`config.mk`:
```
export PLATFORM = sky130hd
export DESIGN_NAME = cfg_chain_loader
export DESIGN_NICKNAME = d
export VERILOG_FILES = /design/src/rtl/cfg_pkg.sv /design/src/rtl/cfg_phase_timer.sv /design/src/rtl/cfg_chain_loader.sv
export SDC_FILE = /design/constraint.sdc
export NUM_CORES = 1
export LEC_CHECK = 0
export BUFFER_PORTS_ARGS = -buffer_cell sky130_fd_sc_hd__clkbuf_2
export CAP_MARGIN = 20
export CORE_ASPECT_RATIO = 0.8
export CORE_MARGIN = 2
export CORE_UTILIZATION = 45
export DETAILED_ROUTE_END_ITERATION = 7
export PLACE_DENSITY = 0.8
export SLEW_MARGIN = 20
export SYNTH_ARGS = -nofsm -noshare
export SYNTH_HDL_FRONTEND = slang
export SYNTH_HIERARCHICAL = 1
export SYNTH_SLANG_ARGS = --single-unit
```
`constraint.sdc`:
```
create_clock -name clk -period 1.66 [get_ports clk]
set_clock_uncertainty 0.15 [all_clocks]
set_input_delay 0.166 -clock clk [delete_from_list [all_inputs] [get_ports clk]]
set_output_delay 0.166 -clock clk [all_outputs]
set_load 0.01 [all_outputs]
```
`src/rtl/cfg_pkg.sv`:
```
// -----------------------------------------------------------------------------
// cfg_pkg
// Shared types and constants for the configuration chain loader.
//   state_t : loader FSM states
//   BYTE_W  : width of one bitstream byte on the input stream
// -----------------------------------------------------------------------------
package cfg_pkg;

  localparam int BYTE_W = 8;

  typedef enum logic [2:0] {
    IDLE  = 3'd0,
    FETCH = 3'd1,
    SETUP = 3'd2,
    HIGH  = 3'd3,
    DONE  = 3'd4
  } state_t;

endpackage

```
`src/rtl/cfg_phase_timer.sv`:
```
// -----------------------------------------------------------------------------
// cfg_phase_timer
// Counts the clk cycles of one prog_clk phase and flags the final cycle.
//   clk, rst_n : system clock, asynchronous active-low reset
//   clear      : restart the count at zero on the next edge
//   last       : high during the HALF_PERIOD-th cycle since the last clear
// -----------------------------------------------------------------------------
module cfg_phase_timer
  import cfg_pkg::*;
#(
  parameter int HALF_PERIOD = 1
) (
  input  logic clk,
  input  logic rst_n,
  input  logic clear,
  output logic last
);

  localparam int CNT_W = $clog2(HALF_PERIOD + 1);
  localparam logic [CNT_W-1:0] LAST_VAL = CNT_W'(HALF_PERIOD - 1);

  logic [CNT_W-1:0] cnt;

  always_ff @(posedge clk or negedge rst_n) begin
    if (!rst_n) begin
      cnt <= '0;
    end else if (clear) begin
      cnt <= '0;
    end else begin
      cnt <= cnt + CNT_W'(1);
    end
  end

  assign last = (cnt == LAST_VAL);

endmodule

```
`src/rtl/cfg_chain_loader.sv`:
```
// -----------------------------------------------------------------------------
// cfg_chain_loader
// Drives the logic_element configuration shift chain from a byte stream.
// Bytes are serialised LSB-first onto prog_in; prog_clk/prog_en are generated
// here as registered, glitch-free outputs.
//
// Ports:
//   clk, rst_n         : system clock, asynchronous active-low reset
//   start              : pulse, begin a load when idle
//   abort              : terminate a load immediately (no done pulse)
//   s_data/s_valid     : bitstream byte stream in
//   s_ready            : byte accepted when s_valid && s_ready
//   prog_in/prog_clk/prog_en : serial data, shift clock, shift enable to chain
//   prog_out           : serial data returning from the chain end
//   busy               : load in progress
//   done               : one-cycle pulse on completed load
//   rb_data/rb_valid   : readback byte and one-cycle strobe
//
// Build option: CFG_READBACK_EN adds readback of the previous chain contents;
// without it rb_data/rb_valid are tied to zero.
// -----------------------------------------------------------------------------
module cfg_chain_loader
  import cfg_pkg::*;
#(
  parameter int CHAIN_LEN   = 19,
  parameter int HALF_PERIOD = 1
) (
  input  logic              clk,
  input  logic              rst_n,
  input  logic              start,
  input  logic              abort,
  input  logic [BYTE_W-1:0] s_data,
  input  logic              s_valid,
  output logic              s_ready,
  output logic              prog_in,
  output logic              prog_clk,
  output logic              prog_en,
  input  logic              prog_out,
  output logic              busy,
  output logic              done,
  output logic [BYTE_W-1:0] rb_data,
  output logic              rb_valid
);

  localparam int CNT_W = $clog2(CHAIN_LEN + 1);
  localparam logic [CNT_W-1:0] LAST_BIT = CNT_W'(CHAIN_LEN - 1);

  state_t            state;
  logic [CNT_W-1:0]  bit_cnt;
  logic [2:0]        bit_idx;
  logic [2:0]        next_idx;
  logic [BYTE_W-1:0] byte_q;
  logic              phase_last;
  logic              timer_clear;
  logic              accept;
  logic              do_abort;

  assign accept   = s_valid && s_ready;
  assign do_abort = abort && (state != IDLE);
  assign next_idx = bit_idx + 3'd1;

  // The phase counter only runs inside SETUP/HIGH and restarts whenever a
  // phase ends, so every SETUP and HIGH entry starts from zero.
  assign timer_clear = !((state == SETUP) || (state == HIGH)) || phase_last;

  cfg_phase_timer #(
    .HALF_PERIOD(HALF_PERIOD)
  ) u_phase_timer (
    .clk  (clk),
    .rst_n(rst_n),
    .clear(timer_clear),
    .last (phase_last)
  );

  // NOTE: all state and outputs here are flops, so every assignment is
  // non-blocking; blocking would make later lines see this cycle's updates.
  always_ff @(posedge clk or negedge rst_n) begin
    if (!rst_n) begin
      state    <= IDLE;
      bit_cnt  <= '0;
      bit_idx  <= '0;
      // NOTE: byte_q is pure datapath but is reset anyway; it feeds prog_in
      // and must never leak X onto the chain.
      byte_q   <= '0;
      s_ready  <= 1'b0;
      prog_in  <= 1'b0;
      prog_clk <= 1'b0;
      prog_en  <= 1'b0;
      busy     <= 1'b0;
      done     <= 1'b0;
    end else begin
      done <= 1'b0;
      if (do_abort) begin
        // A byte handshaken in this same cycle is simply dropped: the source
        // saw it accepted, so it counts as consumed.
        state    <= IDLE;
        s_ready  <= 1'b0;
        prog_in  <= 1'b0;
        prog_clk <= 1'b0;
        prog_en  <= 1'b0;
        busy     <= 1'b0;
      end else begin
        case (state)
          IDLE: begin
            if (start) begin
              state    <= FETCH;
              bit_cnt  <= '0;
              s_ready  <= 1'b1;
              prog_en  <= 1'b1;
              prog_clk <= 1'b0;
              busy     <= 1'b1;
            end
          end
          FETCH: begin
            if (accept) begin
              byte_q  <= s_data;
              bit_idx <= '0;
              prog_in <= s_data[0];
              s_ready <= 1'b0;
              state   <= SETUP;
            end
          end
          SETUP: begin
            if (phase_last) begin
              prog_clk <= 1'b1;
              state    <= HIGH;
            end
          end
          HIGH: begin
            if (phase_last) begin
              bit_cnt  <= bit_cnt + CNT_W'(1);
              prog_clk <= 1'b0;
              if (bit_cnt == LAST_BIT) begin
                // Remaining high bits of a final partial byte are discarded.
                state   <= DONE;
                prog_en <= 1'b0;
                prog_in <= 1'b0;
                done    <= 1'b1;
              end else if (bit_idx == 3'd7) begin
                state   <= FETCH;
                s_ready <= 1'b1;
              end else begin
                bit_idx <= next_idx;
                prog_in <= byte_q[next_idx];
                state   <= SETUP;
              end
            end
          end
          DONE: begin
            state <= IDLE;
            busy  <= 1'b0;
          end
          default: state <= IDLE;
        endcase
      end
    end
  end

`ifdef CFG_READBACK_EN
  // prog_out is sampled on the last SETUP cycle, before the rising prog_clk,
  // so the collected stream is the chain's previous contents in load order.
  logic [BYTE_W-1:0] rb_shift;

  always_ff @(posedge clk or negedge rst_n) begin
    if (!rst_n) begin
      rb_shift <= '0;
      rb_data  <= '0;
      rb_valid <= 1'b0;
    end else begin
      rb_valid <= 1'b0;
      if (do_abort) begin
        rb_shift <= '0;
        rb_data  <= '0;
      end else if (state == SETUP && phase_last) begin
        rb_shift[bit_idx] <= prog_out;
      end else if (state == HIGH && phase_last &&
                   (bit_idx == 3'd7 || bit_cnt == LAST_BIT)) begin
        // Bits never written since the last strobe are still zero, which
        // gives the zero padding of a final partial byte.
        rb_data  <= rb_shift;
        rb_valid <= 1'b1;
        rb_shift <= '0;
      end
    end
  end
`else
  logic unused_prog_out;
  assign unused_prog_out = prog_out;
  assign rb_data  = '0;
  assign rb_valid = 1'b0;
`endif

endmodule

```
## Yosys cells after proc, flatten, opt, wreduce, memory -nomap -nowiden

Index checks and enable logic that the tools add are counted.

| word-level totals | value |
|---|---|
| register bits | 26 |
| bits in latches | 0 |
| memory bits (writable) | 0 |
| ROM bits | 0 |
| bits of input ports | 14 |
| output and inout port bits | 15 |
| logic and storage cells | 106 |
| memories kept | 0 |

| operators by class | value |
|---|---|
| add/sub/neg operators | 3 |
| $mul | 0 |
| div/mod/pow operators | 0 |
| magnitude comparators | 1 |
| eq/ne operators | 19 |
| shifts and indexed selects | 0 |
| multiplexer cells | 47 |
| bitwise logic cells | 2 |
| reductions and logical operators | 23 |

Operators by type and width:

| kind | count |
|---|---|
| 3-bit two-way mux | 10 |
| 1-bit two-way mux | 25 |
| 4-bit AND reduction | 5 |
| 3-bit inequality test, second input constant | 5 |
| 3-bit case mux with 4 select lines | 1 |
| 6-bit AND reduction | 2 |
| 3-bit nonzero test | 4 |
| 5-bit two-way mux | 2 |
| 2-bit inequality test, second input constant | 5 |
| 5-bit case mux with 2 select lines | 1 |
| 4-bit nonzero test | 2 |
| 3-bit by 2-bit equality test with 1-bit output, second input constant | 2 |
| 3-bit equality test, second input constant | 2 |
| 3-bit by 2-bit inequality test with 1-bit output, second input constant | 2 |
| 1-bit case mux with 2 select lines | 3 |
| 1-bit case mux with 3 select lines | 2 |
| 3-bit case mux with 2 select lines | 1 |
| 5-bit by 1-bit adder with 5-bit output, second input constant | 1 |
| 5-bit equality test, second input constant | 1 |
| 3-bit by 4-bit < comparator with 1-bit output, second input constant | 1 |
| 4-bit inequality test, second input constant | 1 |
| 2-bit nonzero test | 2 |
| 3-bit by 1-bit adder with 3-bit output, second input constant | 1 |
| 1-bit binary-select mux with 3-bit select | 1 |
| other kinds (10) | 13 |

## Longest topological paths before layout

Gate-level depths: netlist of run 1.

| logic depth | value |
|---|---|
| depth after elaboration | 8 |
| mapped depth | 6 |
| gate-level depth less buffers | 6 |

## By module

The synthesis of run 1 kept the hierarchy.

Modules (own cells, without submodules):

| module | instances | cells each | area each (µm²) | seq. area each (µm²) |
|---|---|---|---|---|
| cfg_chain_loader | 1 | 153 | 1609.0 | 625.6 |
| cfg_phase_timer | 1 | 3 | 32.5 | 25.0 |

## Worst setup path after synthesis of run 1

Ideal clock, no wire load.

| timing | value |
|---|---|
| path type | register to register |
| start | register state[2] |
| end | register byte_q[0] |
| library setup time | 125 ps |
| arrival | 1543 ps |
| data required time | 1385 ps |
| setup slack | -158 ps |
| cell stages (with the launch flop) | 5 |
| buffers on the path | 1 |
| clock period less this slack | 1818 ps |
| path through | dfrtp_1 -> buf_6 -> or3b_4 -> nor2_2 -> mux2_2 |

| between the ends | value |
|---|---|
| word-level cells in the longest chain between the ends | 4 |
| elaborated cells on any way between the ends | 5 |
| those cells by class | eq/ne: 1; bitwise: 1; reduce/logical: 3 |

RTL lines:

| item | line | RTL |
|---|---|---|
| start, declared | cfg_chain_loader.sv:48 | `state_t state;` |
| start signal, assigned | cfg_chain_loader.sv:79 | `state <= IDLE;` |
| start signal, assigned | cfg_chain_loader.sv:96 | `state <= IDLE;` |
| start signal, assigned | cfg_chain_loader.sv:106 | `state <= FETCH;` |
| 3-bit nonzero test | cfg_chain_loader.sv:59 | `assign do_abort = abort && (state != IDLE);` |
| 1-bit logical AND | cfg_chain_loader.sv:59 |  |
| 1-bit NOT (no line) | -- |  |
| 3-bit AND reduction (no line) * | -- |  |
| end signal, assigned | cfg_chain_loader.sv:116 | `byte_q <= s_data;` |
| end, declared | cfg_chain_loader.sv:52 | `logic [BYTE_W-1:0] byte_q;` |

Mark *: on every way between the ends. The rest lies on a longest branch, timed or not.
A chain may end at the register's enable or synchronous reset.

## Worst setup path after layout of run 1

| timing | value |
|---|---|
| start | register state[1] |
| end | register s_ready |

| between the ends | value |
|---|---|
| word-level cells in the longest chain between the ends | 4 |
| elaborated cells on any way between the ends | 14 |
| those cells by class | eq/ne: 7; mux: 2; reduce/logical: 5 |

RTL lines:

| item | line | RTL |
|---|---|---|
| 3-bit nonzero test | cfg_chain_loader.sv:59 |  |
| 1-bit logical AND | cfg_chain_loader.sv:59 |  |
| 3-bit inequality test (no line) (tied with other cells) | -- |  |
| 6-bit AND reduction (no line) | -- |  |
| end signal, assigned | cfg_chain_loader.sv:85 | `s_ready <= 1'b0;` |
| end signal, assigned | cfg_chain_loader.sv:97 | `s_ready <= 1'b0;` |
| end signal, assigned | cfg_chain_loader.sv:108 | `s_ready <= 1'b1;` |
| end, declared | cfg_chain_loader.sv:34 | `output logic s_ready,` |

Several ways; a longest one is shown, not always the timed one.

==> results of run 1 <==
[per-stage QoR]
stage	instance area (sq um)	power (W)	TNS (ps)
global route	2497	0.003924	-3832
CTS	2290	0.003363	-1605
detailed placement	2026	0.002652	-1759
global placement	2026	0.002568	-1450
finish	2497	0.003753	-2548
floorplan	1724	0.002028	-715.4
[flip-flops by register name (all words and copies together), names as in the netlist]
name / cells
byte_q: 8
done: 1
s_ready: 1
bit_idx: 3
busy: 1
bit_cnt: 5
u_phase_timer/cnt: 1
prog_en: 1
prog_clk: 1
prog_in: 1
state: 3
[layout by cell type, fill, tap and decap left out, types with 2 or more instances in the layout]
master | synthesis | layout
sky130_fd_sc_hd__buf_4 | 10 | 38
sky130_fd_sc_hd__dfrtp_1 | 26 | 23
sky130_fd_sc_hd__clkbuf_2 | 0 | 18
sky130_fd_sc_hd__inv_1 | 11 | 10
sky130_fd_sc_hd__mux2_4 | 0 | 9
sky130_fd_sc_hd__nor2_1 | 9 | 9
sky130_fd_sc_hd__conb_1 | 1 | 9
sky130_fd_sc_hd__dlygate4sd3_1 | 0 | 9
sky130_fd_sc_hd__buf_6 | 2 | 8
sky130_fd_sc_hd__a21oi_1 | 7 | 6
sky130_fd_sc_hd__or3b_4 | 2 | 3
sky130_fd_sc_hd__nand2_1 | 4 | 3
sky130_fd_sc_hd__xnor2_1 | 3 | 3
sky130_fd_sc_hd__a31oi_1 | 5 | 3
sky130_fd_sc_hd__ha_4 | 0 | 3
sky130_fd_sc_hd__clkbuf_8 | 0 | 3
sky130_fd_sc_hd__dfrtp_2 | 0 | 3
sky130_fd_sc_hd__nor3b_1 | 2 | 2
sky130_fd_sc_hd__nand4bb_4 | 0 | 2
sky130_fd_sc_hd__nor3_1 | 3 | 2
sky130_fd_sc_hd__a211oi_4 | 1 | 2
sky130_fd_sc_hd__nand2b_4 | 0 | 2
sky130_fd_sc_hd__mux2_2 | 11 | 2
sky130_fd_sc_hd__nand3_1 | 2 | 2
sky130_fd_sc_hd__o21ai_1 | 0 | 2
sky130_fd_sc_hd__o31a_1 | 2 | 2
sky130_fd_sc_hd__nand2b_1 | 4 | 2
sky130_fd_sc_hd__nand4_1 | 2 | 2
sky130_fd_sc_hd__mux2i_1 | 2 | 2
sky130_fd_sc_hd__a31oi_2 | 0 | 2
[power groups by stage]
stage | logic, W | clock network, W | registers (W)
5_1_grt | 0.00225 | 0.000578 | 0.00110
2_1_floorplan | 0.000995 | 0 | 0.00103
4_1_cts | 0.00177 | 0.000540 | 0.00105
3_5_place_dp | 0.00160 | 0 | 0.00105
6_report | 0.00213 | 0.000552 | 0.00107
3_3_place_gp | 0.00154 | 0 | 0.00103
[cell type report]
type / count / area (sq um)
well taps: 42 / 52.55
multi-input cells: 111 / 1102
inverters: 11 / 41.29
fillers: 207 / 973.4
clock buffers: 3 / 41.29
repair buffers: 74 / 575.6
flip-flops and latches: 26 / 654.4
clock inverters: 1 / 30.03
[routing by layer]
layer | vias up | share of wire
li1 | 701 | -
met1 | 779 | 0.40
met2 | 86 | 0.49
met3 | 21 | 0.067
met4 | 0 | 0.044
met5 | - | 0
[worst max-delay path: stages (launching register included)]
cell and delay [ps]:
sky130_fd_sc_hd__dfrtp_2 490, sky130_fd_sc_hd__buf_6 160, sky130_fd_sc_hd__inv_1 100, sky130_fd_sc_hd__o21ai_1 100
sky130_fd_sc_hd__a2111oi_2 400, sky130_fd_sc_hd__mux2_1 370
[how the worst min path moves through the flow]
stage | start | to | slack [ps]
after global placement | rst_n | bit_cnt[2] | 60
final | start | busy | 50
after detailed placement | rst_n | bit_cnt[2] | 70
after floorplan | rst_n | bit_cnt[0] | -280
after CTS | start | busy | 60
after global routing | start | busy | 60
[repair_timing]
action,CTS,global route
hold endpoints to repair,34,0
setup endpoints to repair,23,23
gates resized for setup,17,28
pin swaps,4,11
setup buffers,7,7
hold buffers,9,0
[cell families (layout without fill, tap and decap cells)]
kind of cell / after synthesis / in the layout / share of synthesized area
flops: 26 / 26 / 0.3963
fa+ha+maj: 5 / 5 / 0.03811
xor+xnor: 3 / 3 / 0.01601
mux: 15 / 15 / 0.1082
compound gates: 35 / 35 / 0.1746
other cells: 1 / 9 / 0.002284
buf+inv: 27 / 89 / 0.09603
simple gates: 44 / 44 / 0.1684
==> tab_implementation.tex, run 1 <==
\begin{tabular}{lr}
\hline
Metric & Value \\
\hline
\multicolumn{2}{l}{\textbf{Worst setup path}} \\
Worst setup path endpoint & s\_ready \\
Worst-path maximum fanout & 8 \\
Crit. End Element & register \\
Worst R2R Start & state[1] \\
Source of the critical timing path & state[1] \\
Launching element type of the critical path & register \\
Endpoint of the worst register-to-register path & s\_ready \\
Crit path required time & around 1700 ps \\
WS Path Type & register to register \\
Setup slack of the most critical reg-to-reg path & -230 ps \\
Cells on worst reg2reg path & 5 \\
Worst EP arrival & 1910 ps \\
\multicolumn{2}{l}{\textbf{Clock tree}} \\
CTS tree & built \\
Total number of clock tree sinks & 26 \\
Max Root-Sink Buffers & 2 \\
H-tree depth & 1 \\
CTS root buffer & sky130\_fd\_sc\_hd\_\_clkbuf\_8 \\
Clk pin slew, worst setup/hold paths & 100 ps \\
Latest clock arrival within the worst-skew pair & 290 ps \\
Number of clock buffers inserted by TritonCTS & 3 \\
\multicolumn{2}{l}{\textbf{Route}} \\
First-iteration detailed-routing DRC count & 169 \\
Total DRC errors in the routed layout & 0 \\
Final WL & 5249 um \\
Via density per instance & 5.922 \\
Total iterations of the first detailed-routing run & 4 \\
Number of vias after detailed routing & 1587 \\
Residual antenna-violating net count after detailed routing & 0 \\
Detailed-route wire length per cell & a little under 20 um \\
\multicolumn{2}{l}{\textbf{Hold path}} \\
Hold Crit Class & input port to register \\
Worst hold path depth & 3 \\
\multicolumn{2}{l}{\textbf{Placed design}} \\
Final Wtd Congestion & 0.9053 \\
Pre-CTS setup slack & -189.5 ps \\
Placed Cells incl. Taps & 243 \\
Post-DP HPWL & 3084 um \\
Quantity of I/O buffers inserted on ports & 18 \\
\multicolumn{2}{l}{\textbf{Floorplanning}} \\
Die width & 71.53 um \\
Core region area & 3471 sq um \\
Initial Util & 0.4730 \\
Number of top-level pins & 29 \\
Cell Rows & 19 \\
Die area & 4150 sq um \\
Chip Height & 58.02 um \\
\multicolumn{2}{l}{\textbf{Outcome}} \\
Failing checks & negative setup slack \\
Run status & finished with violations \\
\multicolumn{2}{l}{\textbf{Power}} \\
Switching Fraction & 0.3659 \\
Internal portion of total power & 0.002380 W \\
Leakage Power & 1.107 nW \\
Net switching power figure & 0.001373 W \\
Share of power burned in combinational logic & 0.567 \\
Register share of total power & 0.286 \\
Peak ir drop on the vdd network & between 600 and 700 uV \\
Relative contribution of the clock network to total power & 0.147 \\
Power density relative to cell area & 1503 nW/um\^{}2 \\
\multicolumn{2}{l}{\textbf{Layout}} \\
Share of layout cells above drive strength 1 & 0.5221 \\
Post-Route Utilization & 0.7195 \\
Final cell count without fillers & 268 \\
Area growth syn-to-layout & 52.13\% \\
Final net count & 246 \\
Ant diodes & 0 \\
\multicolumn{2}{l}{\textbf{Timing}} \\
Min cycle time layout & approximately 1900 ps \\
Setup violators final & 23 \\
Worst hold slack after final layout & 46.10 ps \\
Final Slew Violations & 0 \\
Worst Setup Slack, final & -226.2 ps \\
Final worst-path cycle share & 1.136 \\
Worst slew margin & 0.5686 \\
Peak Freq & 530.2 MHz \\
Number of endpoints with negative hold slack in the final report & 0 \\
RSZ-0062 raised after global routing & true \\
Worst-Margin Slew & 647.1 ps \\
\multicolumn{2}{l}{\textbf{Synthesis}} \\
Synthesis warning total & 6 \\
Post-Syn Instances & about 160 \\
Share of the synthesized area in the top cell type & 0.3963 \\
Mapped Avg Cell Area & 10.52 sq um \\
Cell type contributing the most total cell area after synthesis & sky130\_fd\_sc\_hd\_\_dfrtp\_1 \\
Number of library cell types mapped by synthesis & 54 \\
Fraction of registers with async set/reset & 1.000 \\
Cell Area, Synth & between 1500 and 2000 sq um \\
Top flip-flop cell by instance count after synthesis & sky130\_fd\_sc\_hd\_\_dfrtp\_1 \\
Number of synthesized flops with an enable pin & 0 \\
Most numerous cell in the Yosys netlist & sky130\_fd\_sc\_hd\_\_dfrtp\_1 \\
Top cells by area in the synthesized netlist & sky130\_fd\_sc\_hd\_\_dfrtp\_1 (40\%), sky130\_fd\_sc\_hd\_\_mux2\_2 (7.5\%), sky130\_fd\_sc\_hd\_\_buf\_4 (4.6\%) \\
Commonest cells in the netlist & sky130\_fd\_sc\_hd\_\_dfrtp\_1 (26), sky130\_fd\_sc\_hd\_\_inv\_1 (11), sky130\_fd\_sc\_hd\_\_mux2\_2 (11) \\
Sequential area share after synthesis & 0.3963 \\
FF+latch count, synth & 26 \\
\multicolumn{2}{l}{\textbf{Global routing}} \\
Vias in the first global route & 1478 \\
Total congestion overflow & 0 \\
Wire length of the first global-routing pass & between 6000 and 7000 um \\
Met1 GRT Util & 0.2872 \\
Pin count of the biggest net entering global routing & 27 \\
Grt met3 use & 0.03826 \\
Number of antenna violations at the first check in global routing & 0 \\
All-layer global routing usage & 0.2170 \\
Highest-utilization routing layer at the global route stage & met2 \\
Grt met2 use & 0.3664 \\
\multicolumn{2}{l}{\textbf{Job}} \\
Reported max-cap violation count & 0 \\
\hline
\end{tabular}
Note: power is estimated with default switching activity, not from simulation.
==> run 2: changes to the inputs <==
==> constraint.sdc (replaced) <==
create_clock -name clk -period 1.66 [get_ports clk]
set_clock_uncertainty 0.15 [all_clocks]
set_input_delay 0 -clock clk [delete_from_list [all_inputs] [get_ports clk]]
set_output_delay 0 -clock clk [all_outputs]
set_load 0.01 [all_outputs]
==> run 2 against run 1 <==
  * The run still ends with negative setup slack left
  * Non-clock buffer count rose by 6
  * Global-route usage rose by 1.3 points
  * Clock-buffer cell count rose by 1
  * Worst hold slack improved by 69 ps
  * Final cell count rose by 2.2%
  * Sequential power barely moved
  * Critical endpoint is now bit_cnt[4]
  * Combinational power rose by 9.9%
  * Die area did not move
  * Clock power fell by 22%
  * Cell area rose by 3.2%
  * Critical path type unchanged
  * Highest routed layer unchanged
==> tab_implementation.tex, run 2 (same netlist as run 1, synthesis figures left out) <==
\begin{tabular}{lr}
\hline
Metric & Value \\
\hline
\multicolumn{2}{l}{\textbf{Timing}} \\
Number of endpoints with negative hold slack in the final report & 0 (unchanged) \\
Worst hold slack after final layout & 115.6 ps (+69.49 ps) \\
Min cycle time layout & 1890 ps (+3.903 ps) \\
Setup violators final & 22 (-4.3\%) \\
Worst-Margin Slew & 663.3 ps (+16.24 ps) \\
Peak Freq & 529.1 MHz (-0.21\%) \\
Final Slew Violations & 0 (unchanged) \\
Final worst-path cycle share & 1.139 (+0.002351) \\
Setup TNS Final & -2870 ps (-321.4 ps) \\
Worst Setup Slack, final & -230.1 ps (-3.903 ps) \\
Worst slew margin & 0.5578 (-0.01083) \\
RSZ-0062 raised after global routing & true \\
\multicolumn{2}{l}{\textbf{Global routing}} \\
Total congestion overflow & 0 (unchanged) \\
Pin count of the biggest net entering global routing & 27 (unchanged) \\
Number of antenna violations at the first check in global routing & 0 (unchanged) \\
Wire length of the first global-routing pass & 7362 um (+5.2\%) \\
All-layer global routing usage & 0.2301 (+0.01310) \\
Vias in the first global route & 1583 (+7.1\%) \\
\multicolumn{2}{l}{\textbf{Outcome}} \\
Run status & finished with violations \\
Failing checks & negative setup slack \\
\multicolumn{2}{l}{\textbf{Layout}} \\
Top Registers & byte\_q (8), bit\_cnt (5) \\
Area growth syn-to-layout & 56.94\% \\
Most frequent cells in the layout & sky130\_fd\_sc\_hd\_\_buf\_4 (35), sky130\_fd\_sc\_hd\_\_dfrtp\_1 (24), sky130\_fd\_sc\_hd\_\_clkbuf\_2 (18) \\
Share of layout cells above drive strength 1 & 0.5431 (+0.02098) \\
Most common library cell in the layout ignoring fill and taps & sky130\_fd\_sc\_hd\_\_buf\_4 \\
Post-Route Utilization & 0.7422 (+0.02271) \\
Final net count & 252 (+2.4\%) \\
Ant diodes & 0 (unchanged) \\
Layout fillers & 201 (-2.9\%) \\
Most flop-heavy register & byte\_q \\
Largest register FFs & 8 (unchanged) \\
\multicolumn{2}{l}{\textbf{Clock tree}} \\
CTS root buffer & sky130\_fd\_sc\_hd\_\_clkbuf\_8 \\
Number of clock buffers inserted by TritonCTS & 3 (unchanged) \\
Clk pin slew, worst setup/hold paths & 100 ps (about the same) \\
CTS tree & built \\
Total number of clock tree sinks & 26 (unchanged) \\
Max Root-Sink Buffers & 2 (unchanged) \\
Latest clock arrival within the worst-skew pair & 290 ps (about the same) \\
H-tree depth & 1 (unchanged) \\
\multicolumn{2}{l}{\textbf{Route}} \\
First-iteration detailed-routing DRC count & 190 (+12\%) \\
Via density per instance & 5.920 (about the same) \\
Final WL & 5449 um (+3.8\%) \\
Residual antenna-violating net count after detailed routing & 0 (unchanged) \\
Total DRC errors in the routed layout & 0 (unchanged) \\
Total iterations of the first detailed-routing run & 4 (unchanged) \\
Detailed-route wire length per cell & 19.89 um (+1.5\%) \\
Number of vias after detailed routing & 1622 (+2.2\%) \\
\multicolumn{2}{l}{\textbf{Worst setup path}} \\
Launching element type of the critical path & register \\
Cell with the biggest individual delay on the critical path & sky130\_fd\_sc\_hd\_\_dfrtp\_2 \\
Worst EP arrival & 1910 ps (about the same) \\
Crit. End Element & register \\
Worst-path maximum fanout & 5 (-3) \\
Cell breakdown of the critical path & buf\_6 > or3b\_4 > a2111oi\_4 > xnor2\_1 > nor2\_1 \\
Crit path required time & 1680 ps (about the same) \\
Longest individual stage delay on the worst path & 460 ps (-30 ps) \\
WS Path Type & register to register \\
\multicolumn{2}{l}{\textbf{Power}} \\
Power density relative to cell area & 1492 nW/um\^{}2 (-0.72\%) \\
Leakage Power & 1.149 nW (+3.7\%) \\
Peak ir drop on the vdd network & 1074 uV (+57\%) \\
\multicolumn{2}{l}{\textbf{Placed design}} \\
Quantity of I/O buffers inserted on ports & 18 (unchanged) \\
Post-DP HPWL & 3098 um (+0.46\%) \\
Final Wtd Congestion & 0.8805 (-2.7\%) \\
Pre-CTS setup slack & -246.5 ps (-57.04 ps) \\
\multicolumn{2}{l}{\textbf{Floorplanning}} \\
Die area & 4150 sq um (unchanged) \\
Die width & 71.53 um (unchanged) \\
Core region area & 3471 sq um (unchanged) \\
Chip Height & 58.02 um (unchanged) \\
Cell Rows & 19 (unchanged) \\
Initial Util & 0.4730 (unchanged) \\
Number of top-level pins & 29 (unchanged) \\
\multicolumn{2}{l}{\textbf{Job}} \\
Reported max-cap violation count & 0 (unchanged) \\
\multicolumn{2}{l}{\textbf{Hold path}} \\
Hold Crit Class & input port to async pin \\
\hline
\end{tabular}
[run 2: area by class of cell]
cell class                      instances  area, sq um  area share
Sequential cell                        26        653.1      0.2535
Clock buffer                            4        55.05     0.02137
Timing Repair Buffer                   80        660.6      0.2564
Tap cell                               42        52.55     0.02040
Multi-Input combinational cell        111         1114      0.4322
Inverter                               11        41.29     0.01603
[run 2: worst paths after layout]
path / from / end / slack [ps] / depth (start not counted)
max: state[1] / bit_cnt[4] / -230 / 5
min reg2reg: u_phase_timer/cnt / u_phase_timer/cnt / 300 / 1
min in group clk: abort / state[2] / 150 / 4
min: rst_n / prog_en / 120 / 2
max in group asynchronous: rst_n / state[1] / 780 / 2
max reg2reg: state[1] / bit_cnt[4] / -230 / 5
[run 2: where the power goes]
part	switching (W)	internal (W)	total [W]	leakage [nW]
clock network	0.000216	0.000213	0.000429	0.0288
registers	0.000212	0.000861	0.00107	0.332
logic	0.00103	0.00131	0.00234	0.788
[run 2: through the flow]
stage | total power, W | cell area, sq um | std cells
final | 0.003843 | 2576 | 274
after global routing | 0.003997 | 2576 | 274
after CTS | 0.003347 | 2367 | 268
after detailed placement | 0.002612 | 2031 | 242
after global placement | 0.002529 | 2031 | 242
after floorplan | 0.002028 | 1724 | 164
[run 2: critical path: cells and delay by family (launching register included)]
family                    cells  cell delay, ps
xor gates and xnor gates      1             180
and+or+nand+nor               2             480
AOI/OAI and AO/OA             1             350
buffers and inverters         1             140
DFF                           1             460
[run 2: per-layer routing]
metal	vias up	track usage	share of wire
li1	702	-	-
met1	804	0.3059	0.42
met2	90	0.3849	0.47
met3	26	0.03652	0.078
met4	0	0.08086	0.033
met5	-	0	0
[run 2: what timing repair did]
action	CTS	global route
setup buffers	11	6
gates resized for setup	25	32
endpoints found under the setup margin	22	23
endpoints found under the hold margin	36	0
hold buffers	11	0
pin swaps	13	16
